**config.mk**
```make
export PLATFORM = sky130hd
export DESIGN_NAME = topk_argmax_flat
export DESIGN_NICKNAME = d
export VERILOG_FILES = /design/src/rtl/topk_argmax_if.sv /design/src/rtl/topk_argmax.sv /design/src/flat_wrapper.sv
export SDC_FILE = /design/constraint.sdc
export NUM_CORES = 1
export LEC_CHECK = 0
export ABC_AREA = 1
export CORE_AREA = 5 5 155 157
export CTS_CLUSTER_SIZE = 40
export DETAILED_ROUTE_END_ITERATION = 12
export DIE_AREA = 0 0 160 162
export PLACE_DENSITY = 0.73
export SLEW_MARGIN = 20
export SYNTH_ARGS = -nofsm -noshare
export SYNTH_HDL_FRONTEND = slang
export SYNTH_HIERARCHICAL = 1
export SYNTH_SLANG_ARGS = --single-unit
```
**constraint.sdc**
```tcl
create_clock -name clk -period 3.1 [get_ports clk]
set_input_delay 0.62 -clock clk [delete_from_list [all_inputs] [get_ports clk]]
set_output_delay 0.62 -clock clk [all_outputs]
set_load 0.01 [all_outputs]
```
**src/rtl/topk_argmax_if.sv**
```systemverilog
// topk_argmax_if: request/result bundle for the top-K selector.
//   start, find_min, vec     : scan request (vec held stable for the whole scan)
//   topk_idx, topk_val       : published results, best first
//   busy, done               : scan in progress / one-cycle result-update pulse
// master = requester side, slave = selector side.
interface topk_argmax_if #(
    parameter int DATA_WIDTH = 16,
    parameter int DIM        = 10,
    parameter int K          = 3,
    parameter int IDXW       = (DIM <= 1) ? 1 : $clog2(DIM)
);
    logic                                start;
    logic                                find_min;
    logic [0:DIM-1][DATA_WIDTH-1:0]      vec;
    logic [0:K-1][IDXW-1:0]              topk_idx;
    logic [0:K-1][DATA_WIDTH-1:0]        topk_val;
    logic                                busy;
    logic                                done;

    modport master (
        output start, find_min, vec,
        input  topk_idx, topk_val, busy, done
    );

    modport slave (
        input  start, find_min, vec,
        output topk_idx, topk_val, busy, done
    );
endinterface

```
**src/rtl/topk_argmax.sv**
```systemverilog
// topk_argmax: scans a DIM-element signed vector one element per cycle and
// keeps a best-first list of the K largest (or smallest) entries.
// Ports:
//   clk   : rising-edge clock
//   reset : synchronous, active-high
//   bus   : topk_argmax_if.slave (start/find_min/vec in; topk_idx/topk_val/busy/done out)
// Results and done are registered; they change only on the FINISH edge.

// One working-list slot. Decides whether the current element beats this
// slot's entry and what the slot holds after the insertion.
module topk_argmax_slot #(
    parameter int DW   = 16,
    parameter int IDXW = 4
) (
    input  logic [DW-1:0]   cur_val,
    input  logic [IDXW-1:0] cur_idx,
    input  logic            find_min,
    input  logic            vld,
    input  logic [DW-1:0]   val,
    input  logic [IDXW-1:0] idx,
    input  logic            prev_vld,
    input  logic [DW-1:0]   prev_val,
    input  logic [IDXW-1:0] prev_idx,
    input  logic            hit_before,   // insertion point lies above this slot
    output logic            take,
    output logic            nxt_vld,
    output logic [DW-1:0]   nxt_val,
    output logic [IDXW-1:0] nxt_idx
);
    logic better;

    // Strict compare: an equal value never displaces an earlier entry.
    assign better = find_min ? ($signed(cur_val) < $signed(val))
                             : ($signed(cur_val) > $signed(val));
    assign take   = !vld || better;

    always_comb begin
        nxt_vld = vld;
        nxt_val = val;
        nxt_idx = idx;
        if (hit_before) begin
            // Shift down from the slot above; the last slot's entry falls off.
            nxt_vld = prev_vld;
            nxt_val = prev_val;
            nxt_idx = prev_idx;
        end else if (take) begin
            nxt_vld = 1'b1;
            nxt_val = cur_val;
            nxt_idx = cur_idx;
        end
    end
endmodule

module topk_argmax #(
    parameter int DATA_WIDTH = 16,
    parameter int DIM        = 10,
    parameter int K          = 3,
    parameter int IDXW       = (DIM <= 1) ? 1 : $clog2(DIM)
) (
    input  logic          clk,
    input  logic          reset,
    topk_argmax_if.slave  bus
);
    localparam int CW = IDXW + 1;

    if (DIM < 1 || K < 1 || K > DIM) begin : g_bad_params
        $error("topk_argmax: need DIM >= 1 and 1 <= K <= DIM");
    end

    typedef enum logic [1:0] {S_IDLE, S_RUN, S_FINISH} state_e;

    state_e                          state_q, state_d;
    logic [CW-1:0]                   cnt_q, cnt_d;
    logic                            mode_q, mode_d;
    logic [K-1:0]                    wvld_q, wvld_d;
    logic [0:K-1][DATA_WIDTH-1:0]    wval_q, wval_d;
    logic [0:K-1][IDXW-1:0]          widx_q, widx_d;
    logic [0:K-1][DATA_WIDTH-1:0]    oval_q, oval_d;
    logic [0:K-1][IDXW-1:0]          oidx_q, oidx_d;
    logic                            busy_q, busy_d;
    logic                            done_q, done_d;

    logic [DATA_WIDTH-1:0]           cur_val;
    logic [IDXW-1:0]                 cur_idx;
    logic [K-1:0]                    take, hit, nxt_vld;
    logic [0:K-1][DATA_WIDTH-1:0]    nxt_val;
    logic [0:K-1][IDXW-1:0]          nxt_idx;

    assign cur_idx = cnt_q[IDXW-1:0];
    assign cur_val = bus.vec[cur_idx];

    // hit[j]: some slot above j already accepts the element, so j shifts.
    for (genvar j = 0; j < K; j++) begin : g_slot
        if (j == 0) begin : g_first
            assign hit[j] = 1'b0;
        end else begin : g_rest
            assign hit[j] = hit[j-1] | take[j-1];
        end

        topk_argmax_slot #(.DW(DATA_WIDTH), .IDXW(IDXW)) u_slot (
            .cur_val    (cur_val),
            .cur_idx    (cur_idx),
            .find_min   (mode_q),
            .vld        (wvld_q[j]),
            .val        (wval_q[j]),
            .idx        (widx_q[j]),
            .prev_vld   (wvld_q[(j == 0) ? 0 : j-1]),
            .prev_val   (wval_q[(j == 0) ? 0 : j-1]),
            .prev_idx   (widx_q[(j == 0) ? 0 : j-1]),
            .hit_before (hit[j]),
            .take       (take[j]),
            .nxt_vld    (nxt_vld[j]),
            .nxt_val    (nxt_val[j]),
            .nxt_idx    (nxt_idx[j])
        );
    end

    always_comb begin
        state_d = state_q;
        cnt_d   = cnt_q;
        mode_d  = mode_q;
        wvld_d  = wvld_q;
        wval_d  = wval_q;
        widx_d  = widx_q;
        oval_d  = oval_q;
        oidx_d  = oidx_q;
        done_d  = 1'b0;
        case (state_q)
            S_IDLE: begin
                if (bus.start) begin
                    mode_d  = bus.find_min;
                    wvld_d  = '0;
                    cnt_d   = '0;
                    state_d = S_RUN;
                end
            end
            S_RUN: begin
                wvld_d = nxt_vld;
                wval_d = nxt_val;
                widx_d = nxt_idx;
                if (cnt_q == CW'(DIM - 1)) state_d = S_FINISH;
                else                       cnt_d   = cnt_q + 1'b1;
            end
            S_FINISH: begin
                oval_d  = wval_q;
                oidx_d  = widx_q;
                done_d  = 1'b1;
                state_d = S_IDLE;
            end
            default: state_d = S_IDLE;
        endcase
        busy_d = (state_d != S_IDLE);
    end

    always_ff @(posedge clk) begin
        if (reset) begin
            state_q <= S_IDLE;
            cnt_q   <= '0;
            mode_q  <= 1'b0;
            wvld_q  <= '0;
            wval_q  <= '0;
            widx_q  <= '0;
            oval_q  <= '0;
            oidx_q  <= '0;
            busy_q  <= 1'b0;
            done_q  <= 1'b0;
        end else begin
            state_q <= state_d;
            cnt_q   <= cnt_d;
            mode_q  <= mode_d;
            wvld_q  <= wvld_d;
            wval_q  <= wval_d;
            widx_q  <= widx_d;
            oval_q  <= oval_d;
            oidx_q  <= oidx_d;
            busy_q  <= busy_d;
            done_q  <= done_d;
        end
    end

    assign bus.topk_idx = oidx_q;
    assign bus.topk_val = oval_q;
    assign bus.busy     = busy_q;
    assign bus.done     = done_q;
endmodule

```
**src/flat_wrapper.sv**
```systemverilog
// flat-port wrapper written by rule: the top's interface ports become plain ports
module topk_argmax_flat 
#(
    parameter int DATA_WIDTH = 16,
    parameter int DIM        = 10,
    parameter int K          = 3,
    parameter int IDXW       = (DIM <= 1) ? 1 : $clog2(DIM)
)
  (clk, reset, bus_start, bus_find_min, bus_vec, bus_topk_idx, bus_topk_val, bus_busy, bus_done);
  topk_argmax_if #(.DATA_WIDTH(DATA_WIDTH), .DIM(DIM), .K(K), .IDXW(IDXW)) bus_i ();
  input  logic clk;
  input  logic reset;
  input wire logic [$bits(bus_i.start)-1:0] bus_start;
  input wire logic [$bits(bus_i.find_min)-1:0] bus_find_min;
  input wire logic [$bits(bus_i.vec)-1:0] bus_vec;
  output wire logic [$bits(bus_i.topk_idx)-1:0] bus_topk_idx;
  output wire logic [$bits(bus_i.topk_val)-1:0] bus_topk_val;
  output wire logic [$bits(bus_i.busy)-1:0] bus_busy;
  output wire logic [$bits(bus_i.done)-1:0] bus_done;
  assign bus_i.start = bus_start;
  assign bus_i.find_min = bus_find_min;
  assign bus_i.vec = bus_vec;
  assign bus_topk_idx = bus_i.topk_idx;
  assign bus_topk_val = bus_i.topk_val;
  assign bus_busy = bus_i.busy;
  assign bus_done = bus_i.done;
  topk_argmax #(.DATA_WIDTH(DATA_WIDTH), .DIM(DIM), .K(K), .IDXW(IDXW)) u_core (.clk(clk), .reset(reset), .bus(bus_i));
endmodule
```
==> results.yml <==
setup_path:
  r2r-end: "u_core/widx_q[1]$_SDFFE_PP0P_"
  reg2reg_setup_slack_ns: -0.32
  worstReg2RegStart: "u_core/cnt_q[0]$_SDFFE_PP0P_"
  critical_path_class: "reg -> reg"
  crit_path_end_kind: "flip-flop"
  arrival_ns: 3.77
  cp_max_fo: 6
  crit_path_start: "u_core/cnt_q[0]$_SDFFE_PP0P_"
  crit_end: "u_core/widx_q[1]$_SDFFE_PP0P_"
  reg2reg_depth: 26
  start_kind: "flip-flop"
  required_ns: 3.46
cts:
  htree_levels: 4
  numCtsBuffers: 17
  cts_tree: "built"
  hold_buffers: 0
  clock_sinks: 133
  clkLatencyLatePin_ns: 0.43
  clock_path_buffers: 2
  clockRootBuffer: "clkbuf_16"
  clk_pin_slew_ns: 0.06
synth:
  synth_top_area_share_pct: 25.63
  async_flop_share_pct: 0
  netlist_instances: 1742
  synth_edf_count: 0
  ys_seq_area_share_pct: 25.63
  ys_types: 31
  ys_warn_count: 6
  synth_commonest_cells: "495 x nand2_1, 259 x nor2_1, 254 x inv_1, 152 x nand3_1, 133 x dfxtp_1"
  synthFlopType: "dfxtp_1"
  ys_ff_latch: 133
  syn-cell-area_um2: 10390
  synth_area_leaders: "dfxtp_1 26%, nand2_1 18%, nor2_1 9.4%"
  synth_top_area_cell: "dfxtp_1"
  syn_avg_cell_area_um2: 5.963
  yosys.cell_count.top_type: "nand2_1"
global_route:
  antenna_found_initial: 0
  grt.total_usage_pct: 27.33
  grt_pass1_wl_um: 57610
  grt_pass1_vias: 11182
  grt_max_degree: 66
  grt_overflow: 0
sta:
  hold_violations: 0
  rsz0062_at_grt: "yes"
  min_period_ns: 3.415
  final.period_utilization_pct: 110.2
  fin_skew_ns: 0.01196
  report.final.setup_viol: 62
  relSlewSlack_pct: 35.88
  worst_pin_slew_ns: 0.9617
  timing.fmax_ghz: 0.2928
  maxSlewViolCount: 0
  worst_slack_ns: -0.3151
  whs_ns: 0.4787
pwr:
  leakage_nw: 7.224
  vdd_drop_max_mv: 0.3281
  power.density_nw_per_um2: 427.3
routing:
  ant_nets: 0
  drc: 0
  drt_pass1_iterations: 6
  via_per_inst: 5.315
  routed_wl_um: 39260
  drt-initial-drc-count: 1119
  num_vias: 12213
  wl_per_cell_um: 17.08
flow_run:
  cap_viol_max_count: 0
final_layout:
  drive_above_1_share_pct: 16.44
  areaGrowthSynthToFinish_pct: 44.36
  regArea_um2: 2668
  num-nets-final: 2215
  nFillCells: 1952
  diodes: 0
  multi_input_area_um2: 6792
placement:
  place_ws_ns: -0.6405
  place_congestion: 0.9558
  io_buffers: 225
  dp_hpwl_um: 26950
floorplanning:
  fp.dieW_um: 160
  fp-row-count: 55
  core_um2: 22370
  die_y_um: 162
  initial_utilization_pct: 46.44
  die_area_um2: 25920
  io_pins: 226
min_path:
  hold_path.class: "reg -> reg"
status:
  violations: "negative setup slack"
  outcome: "finished, violations left"
critical path, cell delays in order (launching register included):
cell	delay, ns
dfxtp_4	0.48
clkinv_8	0.13
buf_8	0.15
nand2_1	0.06
nand2_1	0.06
nand2_1	0.06
nand3_1	0.08
nand3_2	0.12
nand2_4	0.09
buf_6	0.13
ha_4	0.28
nand2_4	0.06
nor2_4	0.11
nand2_2	0.08
nor2_4	0.12
nand2_2	0.07
nand4_1	0.13
nand2_2	0.08
nand2_4	0.07
nand3_4	0.08
or2_4	0.27
inv_6	0.10
clkbuf_16	0.15
nand3_1	0.09
nand2_1	0.11
nor2_1	0.05
nor2_1	0.13
registers in the layout (all words and copies together), names as in the netlist:
| signal | cells |
|---|---|
| u_core/bus.topk_val | 48 |
| u_core/wval_q | 48 |
| u_core/bus.topk_idx | 12 |
| u_core/widx_q | 12 |
| u_core/cnt_q | 5 |
| u_core/wvld_q | 3 |
| u_core/state_q | 2 |
| u_core/bus.busy | 1 |
| u_core/bus.done | 1 |
| u_core/mode_q | 1 |
report_power, final:
group	total [mW]	internal [mW]	switching, mW
sequential	1.89	1.79	0.101
clock	2.15	1.30	0.856
combinational	2.37	1.02	1.35
total	6.41	4.10	2.31
timing repair:
action                                  4_1_cts  5_1_grt
gates cloned                                  2       14
endpoints found under the setup margin       62       62
hold endpoints to repair                      0        0
pin swaps                                     2       67
gates resized for setup                      36      112
buffers inserted                              0       11
worst min path at each step:
stage | start | endpoint | slack [ns] | cells after the start
3_3_place_gp | u_core/bus.topk_val[22]$_SDFFE_PP0P_ | u_core/bus.topk_val[22]$_SDFFE_PP0P_ | 0.46 | 2
3_5_place_dp | u_core/bus.topk_val[38]$_SDFFE_PP0P_ | u_core/bus.topk_val[38]$_SDFFE_PP0P_ | 0.47 | 2
2_1_floorplan | u_core/cnt_q[4]$_SDFFE_PP0P_ | u_core/cnt_q[4]$_SDFFE_PP0P_ | 0.47 | 2
5_1_grt | u_core/bus.topk_val[36]$_SDFFE_PP0P_ | u_core/bus.topk_val[36]$_SDFFE_PP0P_ | 0.50 | 2
4_1_cts | u_core/bus.topk_val[38]$_SDFFE_PP0P_ | u_core/bus.topk_val[38]$_SDFFE_PP0P_ | 0.49 | 2
6_report | u_core/bus.topk_val[38]$_SDFFE_PP0P_ | u_core/bus.topk_val[38]$_SDFFE_PP0P_ | 0.48 | 2
final cells by class:
cell class              count  area share, %
clock buffers              18          2.929
clock inverters            13          1.151
inverters                 263          6.717
multi-input cells        1245          45.29
flip-flops and latches    133          17.79
well taps                 285          2.378
repair buffers            340          23.69
repair inverters            1        0.05841
cells by family after synthesis:
logic type,after synthesis,share of synthesized area (%)
and+or+nand+nor,1044,45.43
buffers and inverters,368,15.80
AOI/OAI and AO/OA,146,7.071
DFF,133,25.63
adders and majority gates,50,6.023
other,1,0.03610
metrics by stage:
stage	instance area (um2)	std cells	setup TNS (ns)	total power [mW]	utilization (%)
6_report	15000	2298	-9.332	6.408	67.05
5_1_grt	15000	2298	-18.29	6.696	67.05
4_1_cts	14030	2275	-2.383	6.014	62.73
3_5_place_dp	13230	2242	-33.34	3.806	59.16
3_3_place_gp	13230	2242	-29.60	3.779	59.16
2_1_floorplan	10460	1744	0	3.110	-
routing by layer:
| layer | vias to the layer above | GRT usage [%] | routed length [um] |
|---|---|---|---|
| li1 | 5935 | - | - |
| met1 | 5518 | 34.80 | 15650 |
| met2 | 626 | 46.07 | 18420 |
| met3 | 134 | 4.897 | 3443 |
| met4 | 0 | 10.83 | 1741 |
| met5 | - | 0 | 0 |
placed cells by master, fill, tap and decap left out, types with 2 or more instances in the layout:
cell type,netlist,final
ha_4,0,18
inv_2,7,10
or2_2,4,3
a21oi_1,22,16
buf_4,27,75
nand2_2,12,30
clkdlybuf4s50_1,0,225
buf_8,0,2
buf_12,2,15
nand3_1,152,122
nand3_2,23,47
clkbuf_16,0,27
nand2_4,22,37
conb_1,1,3
bufinv_16,0,3
dfxtp_1,133,131
nand2_1,495,461
ha_1,50,32
o21ai_0,66,66
inv_1,254,250
buf_6,9,11
nand4_1,63,63
nand3_4,3,11
clkinv_2,0,2
o21ai_1,57,57
inv_6,0,5
a21oi_2,1,6
nor2_1,259,255
nor2_4,6,10
nor2_2,3,3
clkinv_4,0,4
No activity file was read; power rests on OpenSTA's default activity.
